[src/rtl/rom_loader.sv]
// Byte-stream program loader: assembles big-endian 16-bit words from a
// length-prefixed byte stream and writes them to instruction memory from
// address 0, holding the CPU in reset while a session is in progress.
// Optional trailing XOR checksum byte: define ROM_LOADER_CHECKSUM_EN.
module rom_loader #(
  parameter int ADDR_W    = 15,
  parameter int MAX_WORDS = 32768
) (
  input  logic              clk,
  input  logic              reset,
  input  logic              start,
  input  logic [7:0]        rx_data,
  input  logic              rx_valid,
  output logic              rx_ready,
  output logic              wr_en,
  output logic [ADDR_W-1:0] wr_addr,
  output logic [15:0]       wr_data,
  output logic              cpu_hold,
  output logic              done,
  output logic              error,
  output logic [15:0]       words_loaded
);

  typedef enum logic [3:0] {
    S_IDLE,
    S_LEN_HI,
    S_LEN_LO,
    S_DATA_HI,
    S_DATA_LO,
    S_WRITE,
`ifdef ROM_LOADER_CHECKSUM_EN
    S_CHK,
`endif
    S_DONE,
    S_ERROR
  } state_t;

  localparam logic [16:0] MAX_LEN = 17'(MAX_WORDS);

  state_t      state, state_next;
  logic [7:0]  len_hi_q;
  logic [15:0] word_count;
  logic [7:0]  hi_byte;
  logic        accept;
  logic        start_ok;
  logic [15:0] len_rx;
  logic        len_oversize;
  logic        more_words;
  state_t      end_state;

`ifdef ROM_LOADER_CHECKSUM_EN
  logic [7:0]  chk_acc;
  assign end_state = S_CHK;
`else
  assign end_state = S_DONE;
`endif

  assign accept       = rx_valid && rx_ready;
  assign start_ok     = start && (state == S_IDLE || state == S_DONE || state == S_ERROR);
  assign len_rx       = {len_hi_q, rx_data};
  assign len_oversize = {1'b0, len_rx} > MAX_LEN;
  // The write in progress is word words_loaded+1; more follow if that is still short of N.
  assign more_words   = ({1'b0, words_loaded} + 17'd1) < {1'b0, word_count};

  // NOTE: sequential state uses non-blocking assignments so every register
  // samples pre-edge values regardless of process evaluation order.
  always_ff @(posedge clk or posedge reset) begin
    if (reset) state <= S_IDLE;
    else       state <= state_next;
  end

  // NOTE: every output and next-state gets a default first, so no path
  // through the case can leave a variable unassigned and infer a latch.
  always_comb begin
    state_next = state;
    rx_ready   = 1'b0;
    wr_en      = 1'b0;
    cpu_hold   = 1'b1;
    done       = 1'b0;
    error      = 1'b0;
    unique case (state)
      S_IDLE: begin
        cpu_hold = 1'b0;
        if (start) state_next = S_LEN_HI;
      end
      S_LEN_HI: begin
        rx_ready = 1'b1;
        if (rx_valid) state_next = S_LEN_LO;
      end
      S_LEN_LO: begin
        rx_ready = 1'b1;
        if (rx_valid) begin
          if (len_rx == 16'd0)   state_next = end_state;
          else if (len_oversize) state_next = S_ERROR;
          else                   state_next = S_DATA_HI;
        end
      end
      S_DATA_HI: begin
        rx_ready = 1'b1;
        if (rx_valid) state_next = S_DATA_LO;
      end
      S_DATA_LO: begin
        rx_ready = 1'b1;
        if (rx_valid) state_next = S_WRITE;
      end
      S_WRITE: begin
        wr_en      = 1'b1;
        state_next = more_words ? S_DATA_HI : end_state;
      end
`ifdef ROM_LOADER_CHECKSUM_EN
      S_CHK: begin
        rx_ready = 1'b1;
        if (rx_valid) state_next = (rx_data == chk_acc) ? S_DONE : S_ERROR;
      end
`endif
      S_DONE: begin
        cpu_hold = 1'b0;
        done     = 1'b1;
        if (start) state_next = S_LEN_HI;
      end
      S_ERROR: begin
        cpu_hold = 1'b0;
        error    = 1'b1;
        if (start) state_next = S_LEN_HI;
      end
      default: begin
        cpu_hold   = 1'b0;
        state_next = S_IDLE;
      end
    endcase
  end

  // Datapath: length capture, word assembly, write address/data and counters.
  always_ff @(posedge clk or posedge reset) begin
    if (reset) begin
      len_hi_q     <= 8'h00;
      word_count   <= 16'h0000;
      hi_byte      <= 8'h00;
      wr_addr      <= '0;
      wr_data      <= 16'h0000;
      words_loaded <= 16'h0000;
`ifdef ROM_LOADER_CHECKSUM_EN
      chk_acc      <= 8'h00;
`endif
    end else begin
      if (start_ok) begin
        words_loaded <= 16'h0000;
`ifdef ROM_LOADER_CHECKSUM_EN
        chk_acc      <= 8'h00;
`endif
      end
      case (state)
        S_LEN_HI:  if (accept) len_hi_q   <= rx_data;
        S_LEN_LO:  if (accept) word_count <= len_rx;
        S_DATA_HI: if (accept) begin
          hi_byte <= rx_data;
`ifdef ROM_LOADER_CHECKSUM_EN
          chk_acc <= chk_acc ^ rx_data;
`endif
        end
        S_DATA_LO: if (accept) begin
          // Address and data are loaded here so they are stable for the whole WRITE cycle.
          wr_data <= {hi_byte, rx_data};
          wr_addr <= ADDR_W'(words_loaded);
`ifdef ROM_LOADER_CHECKSUM_EN
          chk_acc <= chk_acc ^ rx_data;
`endif
        end
        S_WRITE:   words_loaded <= words_loaded + 16'd1;
        default:   ;
      endcase
    end
  end

endmodule

[config.mk]
export PLATFORM = sky130hd
export DESIGN_NAME = rom_loader
export DESIGN_NICKNAME = d
export VERILOG_FILES = /design/src/rtl/rom_loader.sv
export SDC_FILE = /design/constraint.sdc
export NUM_CORES = 1
export LEC_CHECK = 0
export BUFFER_PORTS_ARGS = -buffer_cell sky130_fd_sc_hd__buf_4
export CAP_MARGIN = 25
export CORE_MARGIN = 1.5
export CORE_UTILIZATION = 56
export CTS_BUF_LIST = sky130_fd_sc_hd__clkbuf_16
export CTS_CLUSTER_SIZE = 40
export DETAILED_ROUTE_END_ITERATION = 16
export PLACE_DENSITY = 0.76
export SLEW_MARGIN = 20
export SYNTH_ARGS = -nofsm -noshare
export SYNTH_HDL_FRONTEND = slang
export SYNTH_SLANG_ARGS = --single-unit
[constraint.sdc]
create_clock -name clk -period 3.2 [get_ports clk]
set_input_delay 0.48 -clock clk [delete_from_list [all_inputs] [get_ports clk]]
set_output_delay 0.48 -clock clk [all_outputs]
set_load 0.02 [all_outputs]
-- Word-level counts from Yosys, hierarchy flattened
Index checks and enable logic that the tools add are counted.
- flip-flop bits (word level): 83
- latch bits: 0
- bits in writable memories: 0
- bits in read-only memories: 0
- bits of input ports: 12
- output and inout bits: 52
- logic and storage cells: 54
- memories: 0
- add/subtract/negate cells: 2
- $mul: 0
- divide/modulo/power cells: 0
- magnitude comparators: 2
- eq/ne operators: 12
- shifts and indexed selects: 0
- multiplexer cells: 16
- bitwise operators: 0
- reductions and logical operators: 15
- operators by type and width (operator ; count):
    two-way mux 16 bit ; 2
    one-hot mux 4 bit (6 select lines) ; 1
    two-way mux 4 bit ; 5
    adder 16 x 1 -> 17 bit, second input constant ; 1
    < comparator 17 x 16 -> 1 bit ; 1
    adder 16 x 1 -> 16 bit, second input constant ; 1
    == test 4 x 3 -> 1 bit, second input constant ; 4
    > comparator 16 bit, second input constant ; 1
    logical NOT 16 bit ; 1
    two-way mux 3 bit ; 3
    == test 4 x 2 -> 1 bit, second input constant ; 2
    != test 2 bit, second input constant ; 4
    AND reduction 2 bit ; 4
    two-way mux 1 bit ; 5
    AND reduction 5 bit ; 1
    OR reduction 5 bit ; 1
    == test 4 x 1 -> 1 bit, second input constant ; 1
    logical NOT 4 bit ; 1
    OR reduction 4 bit ; 1
    OR reduction 3 bit ; 1
    logical AND 1 bit ; 2
    logical OR 1 bit ; 2
    != test 2 x 1 -> 1 bit, second input constant ; 1
    nonzero test 2 bit ; 1

-- Longest topological paths before layout
Gate-level depths: netlist of the first run.
- depth after elaboration: 6
- mapped depth: 13
- gate-level depth less buffers: 12

-- Least setup slack after synthesis of the first run
OpenSTA, ideal clock, no wires.
- path kind: flip-flop to flip-flop
- start: register words_loaded[0]
- end: register state[2]
- arrival: 2350 ps
- path slack: 711 ps
- stages on the path, launching flop included: 13
- clock period less this slack: 2489 ps
- cell sequence: dfrtp_1 > ha_1 > and4_4 > nand3_4 > nor2_1 > xor2_1 > ha_1 > a21o_1 > a21oi_1 > o31a_1 > a21oi_1 > nand2_1 > a41oi_2
- word-level cells in the longest chain between the ends: 4
- ends and longest elaborated chain (item ; RTL line ; source):
    start, declared ; 21 ; output logic [15:0] words_loaded
    start signal, assigned ; 169 ; S_WRITE: words_loaded <= words_loaded + 16'd1;
    adder 16 x 1 -> 17 bit ; 63 ; assign more_words = ({1'b0, words_loaded} + 17'd1) < {1'b0, word_count};
    < comparator 17 x 16 -> 1 bit ; 63 ;
    two-way mux 3 bit ; 108 ; state_next = more_words ? S_DATA_HI : end_state;
    one-hot mux 4 bit (6 select lines) ; 81 ; unique case (state)
    end signal, assigned ; 69 ; else state <= state_next;
    end, declared ; 40 ; state_t state, state_next;
Every way passes these cells.
A chain may end at the register's enable or synchronous reset.

-- Final worst setup path of the first run
Same ends and word-level chain as after synthesis.

==> results of run 1 <==
flip-flops by register name, summed over array words and instances, names as in the netlist:
signal	cells
hi_byte	8
wr_addr	15
words_loaded	16
len_hi_q	8
state	3
word_count	16
wr_data	16
where the power goes:
part           internal, uW  switching (uW)
sequential             1420             276
combinational           716             803
clock                   595             396
cell usage in the layout (no fill, tap or decap), drive strengths merged, types with 2 or more instances in the layout:
| master | synthesis | final |
|---|---|---|
| dfrtp | 82 | 82 |
| buf | 17 | 68 |
| mux2 | 48 | 48 |
| o21ai | 30 | 30 |
| nand2 | 27 | 27 |
| inv | 22 | 23 |
| ha | 16 | 16 |
| xnor2 | 13 | 13 |
| nor2 | 11 | 11 |
| nand3 | 11 | 11 |
| a21oi | 10 | 10 |
| clkbuf | 2 | 9 |
| a22o | 8 | 8 |
| nor3 | 6 | 6 |
| and3 | 6 | 6 |
| and2 | 4 | 4 |
| o31ai | 4 | 4 |
| xor2 | 3 | 3 |
| nand4 | 3 | 3 |
| nor4 | 3 | 3 |
| clkinv | 0 | 3 |
| or2 | 2 | 2 |
| a31oi | 2 | 2 |
| nor2b | 2 | 2 |
| clkinvlp | 0 | 2 |
| and4 | 2 | 2 |
routing by layer:
metal / part of all wire [%] / routed length (um) / vias up / global-route usage [%]
met1: 46 / 3610 / 1392 / 30.6
met4: 0.97 / 76 / 0 / 5.19
met2: 49 / 3870 / 64 / 34.4
met3: 3.7 / 292 / 9 / 5.66
li1: - / - / 1346 / -
met5: 0 / 0 / - / 0
final timing paths:
| path | start | to | slack [ps] | cells after the start |
|---|---|---|---|---|
| setup reg to reg | words_loaded[0] | state[2] | 490 | 12 |
| max in group asynchronous | reset | state[1] | 2280 | 3 |
| setup / recovery | words_loaded[0] | state[2] | 490 | 12 |
| hold reg to reg | hi_byte[7] | wr_data[15] | 500 | 1 |
| min in group clk | rx_data[1] | word_count[1] | 400 | 3 |
| hold / removal | reset | words_loaded[3] | 190 | 2 |
logic make-up (layout without fill, tap and decap cells):
logic type                 count (synthesis)  after routing
AOI/OAI and AO/OA                         64             64
xor gates and xnor gates                  16             16
adders and majority gates                 16             16
buffers and inverters                     41            106
DFF                                       82             82
muxes                                     48             48
and+or+nand+nor                           80             80
through the flow:
step	area [um2]	std cells
6_report	4800	508
5_1_grt	4800	508
4_1_cts	4800	508
3_5_place_dp	4510	492
3_3_place_gp	4510	492
2_1_floorplan	4000	347
cell type report:
| type | count | share of cell area [%] |
|---|---|---|
| Sequential cell | 82 | 42.7 |
| Timing Repair Buffer | 68 | 10.6 |
| Clock inverter | 7 | 1.30 |
| Tap cell | 96 | 2.50 |
| Inverter | 22 | 1.75 |
| Multi-Input combinational cell | 224 | 36.4 |
| Clock buffer | 9 | 4.69 |
==> metrics, run 1 <==
status=completed; cell breakdown of the critical path=and3_1, and3_1, and2_1, nand3_1, xnor2_1, ha_1, a211oi_1, nor2_1, o2111ai_1, a21oi_1, nand2_1, a41oi_2; Setup CP Type=reg2reg; nets=approximately 440; Starting DRT DRC Count=200; core area=between 6000 and 7000 um2; Sink Count=between 80 and 90; crit end category=flop; CP max FO=8; Max VDD drop=around 0.00044 V; # hold bufs at CTS=0; routed len/inst=about 15 um; area delta synth->final=20.0%; clock buffer depth=2; Hold Worst Slack=roughly 190 ps; Power Density=just under 900 nW/um2; Data required, critical path=approximately 3400 ps; Post-CTS Repair Setup Buffers=0; layout filler cell count=517; Die H=around 90 um; Yosys cell types=46; Final Hold Violating Endpoints=0; pin count of the biggest net entering global routing=35; sequential area share after synthesis=between 50% and 60%; worst slew pin tran=between 500 and 600 ps; Core Util, Final=69.9%; main flop type after synthesis=dfrtp_1; H-tree levels=3; Detail Placement HPWL=~5500 um; RSZ-0062 raised after global routing=false; cell count after synthesis=between 300 and 400; io pins=64; die area=~7700 um2; Die X=between 80 and 90 um; post-synthesis adder-cell area fraction=~5.0%; most frequent cell on the critical path=and3_1; post-synthesis mux area share=approximately 14%; Cell Area, Synth=4000 um2; minimum clock period=about 2700 ps; Async SR Flop Fraction=100%; Power, Total=4210 uW; dominant cell type by area after synthesis=dfrtp_1; Buf/Inv on CP=0; FMAX=369 MHz; largest family of logic cells by synthesized area=multiplexers; Static Leak=about 0.0023 uW; xor and xnor area share after synthesis=under 10%; root buffer cell=clkbuf_16; largest delay contributor family on the critical path=simple AND/OR/NAND/NOR gates; detailed-route DRC error count=0; initial antenna violation count=0; CTS Buf Count=9; routed vias/inst=5.53; clk_skew=5.41 ps; Total GRT Usage=~22%; post-synthesis compound-gate area fraction=between 10% and 20%; share of layout cells above drive strength 1=around a third; via total after detailed routing=between 2k and 3k; Worst path max stage delay=about 470 ps; Reg area=2050 um2; max_cap viols=0; Initial Utilization=~58%; area taken by multi-input logic gates=approximately 1700 um2; first-pass GRT wire length=~13000 um; area share of the largest cell type after synthesis=51.3%; Port-buffer cells=63; GRT overflow=0; worst skew pair latency=330 ps; fin. max-slew vios=0; most frequent cell after synthesis=dfrtp_1; flop and latch count out of synthesis=a little over 80; Synth area leaders=dfrtp_1 (51%), mux2_2 (14%), ha_1 (5.0%), o21ai_0 (3.8%), xnor2_1 (2.6%); Relative slew margins=between 50% and 60%; final setup fails=0; antenna cells=0; GP Congestion=just over 0.8; worst min path class=in2async; Post-synth EDFFs=0; final worst slack=approximately 490 ps; period utilization=around 85%; antenna viol nets, final=0; slowest library cell on the worst path=dfrtp_1; Worst EP arrival=2900 ps; vias in the first global route=~2.7k; Syn Nets=around 380; simple-gate share of the synthesized area=roughly 11%; Synth top cells by count=dfrtp_1 (82), mux2_2 (48), o21ai_0 (30); startpoint types=flop; Avg Inst Size Synth=~12 um2; CTS tree=yes; clock slew at reported path FFs=roughly 60 ps; setup TNS=0 ps; final WL=approximately 8000 um; site row count=30; Yosys warning count=0; pre-CTS setup slack=577 ps; Pre-antenna DRT Iters=4; # resized after CTS=0
Power figures use the tool's default switching activity.
==> run 2, diff against run 1 <==
Settings changed: ABC_AREA set to 1, CORE_UTILIZATION 56 to 51, PLACE_DENSITY 0.76 to 0.73.
Clock period 3.2 ns to 2.19 ns, I/O delays scaled along.
==> metrics, run 2 <==
Comb power frac=39.9% (+3.8 points); GRT overflow=0 (unchanged); area delta synth->final=28.6%; most frequent cell after synthesis=nand2_1; clk_skew=6.92 ps (+1.50 ps); worst min path class=in2async; routed len/inst=13.8 um (-11%); Static Leak=0.00266 uW (+16%); antenna cells=0 (unchanged); Top Registers=word_count x16, words_loaded x16, wr_data x16; share of layout cells above drive strength 1=26.0% (-8.9 points); final worst slack=-113 ps (-604 ps); Cell Area, Synth=3980 um2 (-0.44%); Port-buffer cells=63 (unchanged); Setup CP Type=reg2reg; Power Density=1320 nW/um2 (+50%); flop and latch count out of synthesis=82 (unchanged); Pre-antenna DRT Iters=5 (+1); H-tree levels=3 (unchanged); Post-synth EDFFs=0 (unchanged); Yosys cell types=30 (-35%); initial antenna violation count=0 (unchanged); Buf/Inv on CP=1 (+1); final WL=8980 um (+14%); Post-DP Area=4710 um2 (+4.3%); register share of total power=37.1% (-3.2 points); Async SR Flop Fraction=100% (unchanged); Avg Inst Size Synth=8.72 um2 (-24%); Synth area leaders=dfrtp_1 (52%), nand2_1 (10%), o21ai_0 (7.2%), inv_1 (5.7%), ha_1 (5.0%); main flop type after synthesis=dfrtp_1; crit end category=flop; slowest library cell on the worst path=dfrtp_2; pin count of the biggest net entering global routing=83 (+140%); Detail Placement HPWL=6150 um (+13%); largest delay contributor family on the critical path=simple AND/OR/NAND/NOR gates; layout filler cell count=625 (+21%); Sw Pwr=2640 uW (+79%); Int Power=4110 uW (+50%); area share of the largest cell type after synthesis=51.5% (+0.23 points); post-route design area=5120 um2 (+6.7%); Power, Total=6740 uW (+60%); die area=8350 um2 (+9.0%); via total after detailed routing=3288 (+17%); io pins=64 (unchanged); Worst EP arrival=2570 ps (-330 ps); CTS tree=yes; Final Hold Violating Endpoints=0 (unchanged); Initial Utilization=52.1% (-6.2 points); worst slew pin tran=572 ps (-25.2 ps); power share of the clock group=23.0% (-0.6 points); detailed-route DRC error count=0 (unchanged); Yosys warning count=0 (unchanged); Reg2Reg Depth=15 (+3); GP Congestion=0.891 (+8.0%); most frequent cells in the layout=nand2_1 (104), buf_4 (88), dfrtp_1 (79); Data required, critical path=2450 ps (-950 ps); fin. max-slew vios=0 (unchanged); core area=7650 um2 (+11%); most common cell after layout, fill and taps aside=nand2_1; Worst path max stage delay=410 ps (-60 ps); period utilization=105% (+21 points); Max VDD drop=0.000798 V (+82%); clock slew at reported path FFs=70 ps (about the same); Total GRT Usage=23.7% (+1.9 points); routed vias/inst=5.05 (-8.7%); nets=572 (+31%); Die H=91.4 um (+4.4%); Sink Count=82 (unchanged); sequential area share after synthesis=51.5% (+0.23 points); Syn Nets=485 (+29%); pre-CTS setup slack=-141 ps (-717 ps); vias in the first global route=3241 (+22%); setup TNS=-210 ps (-210 ps); first-pass GRT wire length=15500 um (+19%); clock buffer depth=2 (unchanged); CP max FO=3 (-5); Crit path depth=15 (+3); failing checks=negative setup slack; minimum clock period=2300 ps (-406 ps); status=complete, but fails checks; FMAX=434 MHz (+18%); Core Util, Final=67.0% (-2.9 points); site row count=32 (+6.7%); root buffer cell=clkbuf_16; Synth top cells by count=nand2_1 (106), dfrtp_1 (82), inv_1 (60); antenna viol nets, final=0 (unchanged); RSZ-0062 raised after global routing=true; CTS Buf Count=9 (unchanged); max_cap viols=0 (unchanged); # hold bufs at CTS=0 (unchanged); cell count after synthesis=457 (+32%); sw frac=39.1% (+4.0 points); Die X=91.4 um (+4.4%); dominant cell type by area after synthesis=dfrtp_1; final setup fails=2 (+2); startpoint types=flop; Relative slew margins=61.7% (+1.7 points); worst skew pair latency=340 ps (about the same); Starting DRT DRC Count=133 (-34%); cell breakdown of the critical path=ha_4, nand2_4, nor2_4, nand3_2, nor2_2, xor2_1, inv_1, ha_4, nand2_1, nand2_1, a21oi_1, o21ai_1, nor2_1, nand3_1, a21oi_1
-- run 2: cell type report --
cell class	count	area (um2)	share of cell area (%)
flip-flops and latches	82	2060	40.1
multi-input cells	300	1710	33.5
repair buffers	89	681	13.3
inverters	62	236	4.62
clock buffers	9	225	4.40
well taps	102	128	2.49
clock inverters	7	82.6	1.61
-- run 2: worst reg2reg max path, stage by stage, from the launching register on --
cell	delay (ps)
dfrtp_2	410
ha_4	160
nand2_4	60
nor2_4	140
nand3_2	110
nor2_2	120
xor2_1	220
inv_1	100
ha_4	230
nand2_1	60
nand2_1	50
a21oi_1	130
o21ai_1	90
nor2_1	120
nand3_1	90
a21oi_1	150
-- run 2: kinds of logic after synthesis --
| group | after synthesis | share of synthesized area [%] |
|---|---|---|
| simple gates | 177 | 19.1 |
| compound gates | 87 | 11.4 |
| flops | 82 | 51.5 |
| buf+inv | 75 | 7.63 |
| fa+ha+maj | 16 | 5.03 |
| xor+xnor | 12 | 2.64 |
| mux | 8 | 2.64 |
-- run 2: power by group through the flow --
stage,logic (uW),registers [uW],clock network [uW]
after floorplan,1440,2770,0
after global placement,2580,2490,0
after detailed placement,2650,2520,0
after CTS,2710,2500,1590
after global routing,3000,2590,1660
final,2690,2500,1550
-- run 2: per-stage QoR --
stage               hold slack, ps  cells
floorplan                      448    457
global placement               465    629
detailed placement             475    629
CTS                            125    650
global route                   142    651
finish                         112    651
-- run 2: repair_timing --
action | CTS | global route
gates resized for setup | 11 | 4
pin swaps | 10 | 1
setup endpoints to repair | 2 | 2
hold endpoints to repair | 0 | 0
buffers inserted | 5 | 1
cloned | 0 | 0
-- run 2: worst paths after layout --
check	slack, ps	startpoint	endpoint
hold reg to reg	490	wr_addr[1]	wr_addr[1]
hold / removal	110	reset	words_loaded[4]
min in group clk	310	start	words_loaded[15]
setup reg to reg	-110	words_loaded[1]	state[0]
setup / recovery	-110	words_loaded[1]	state[0]
max in group asynchronous	1750	reset	words_loaded[1]
-- run 2: per-layer routing --
metal	up-vias	track usage, %	wire length, um
met5	-	0	0
met4	0	7.94	153
met3	20	6.03	482
met2	95	37.2	4170
met1	1535	32.1	4180
li1	1638	-	-
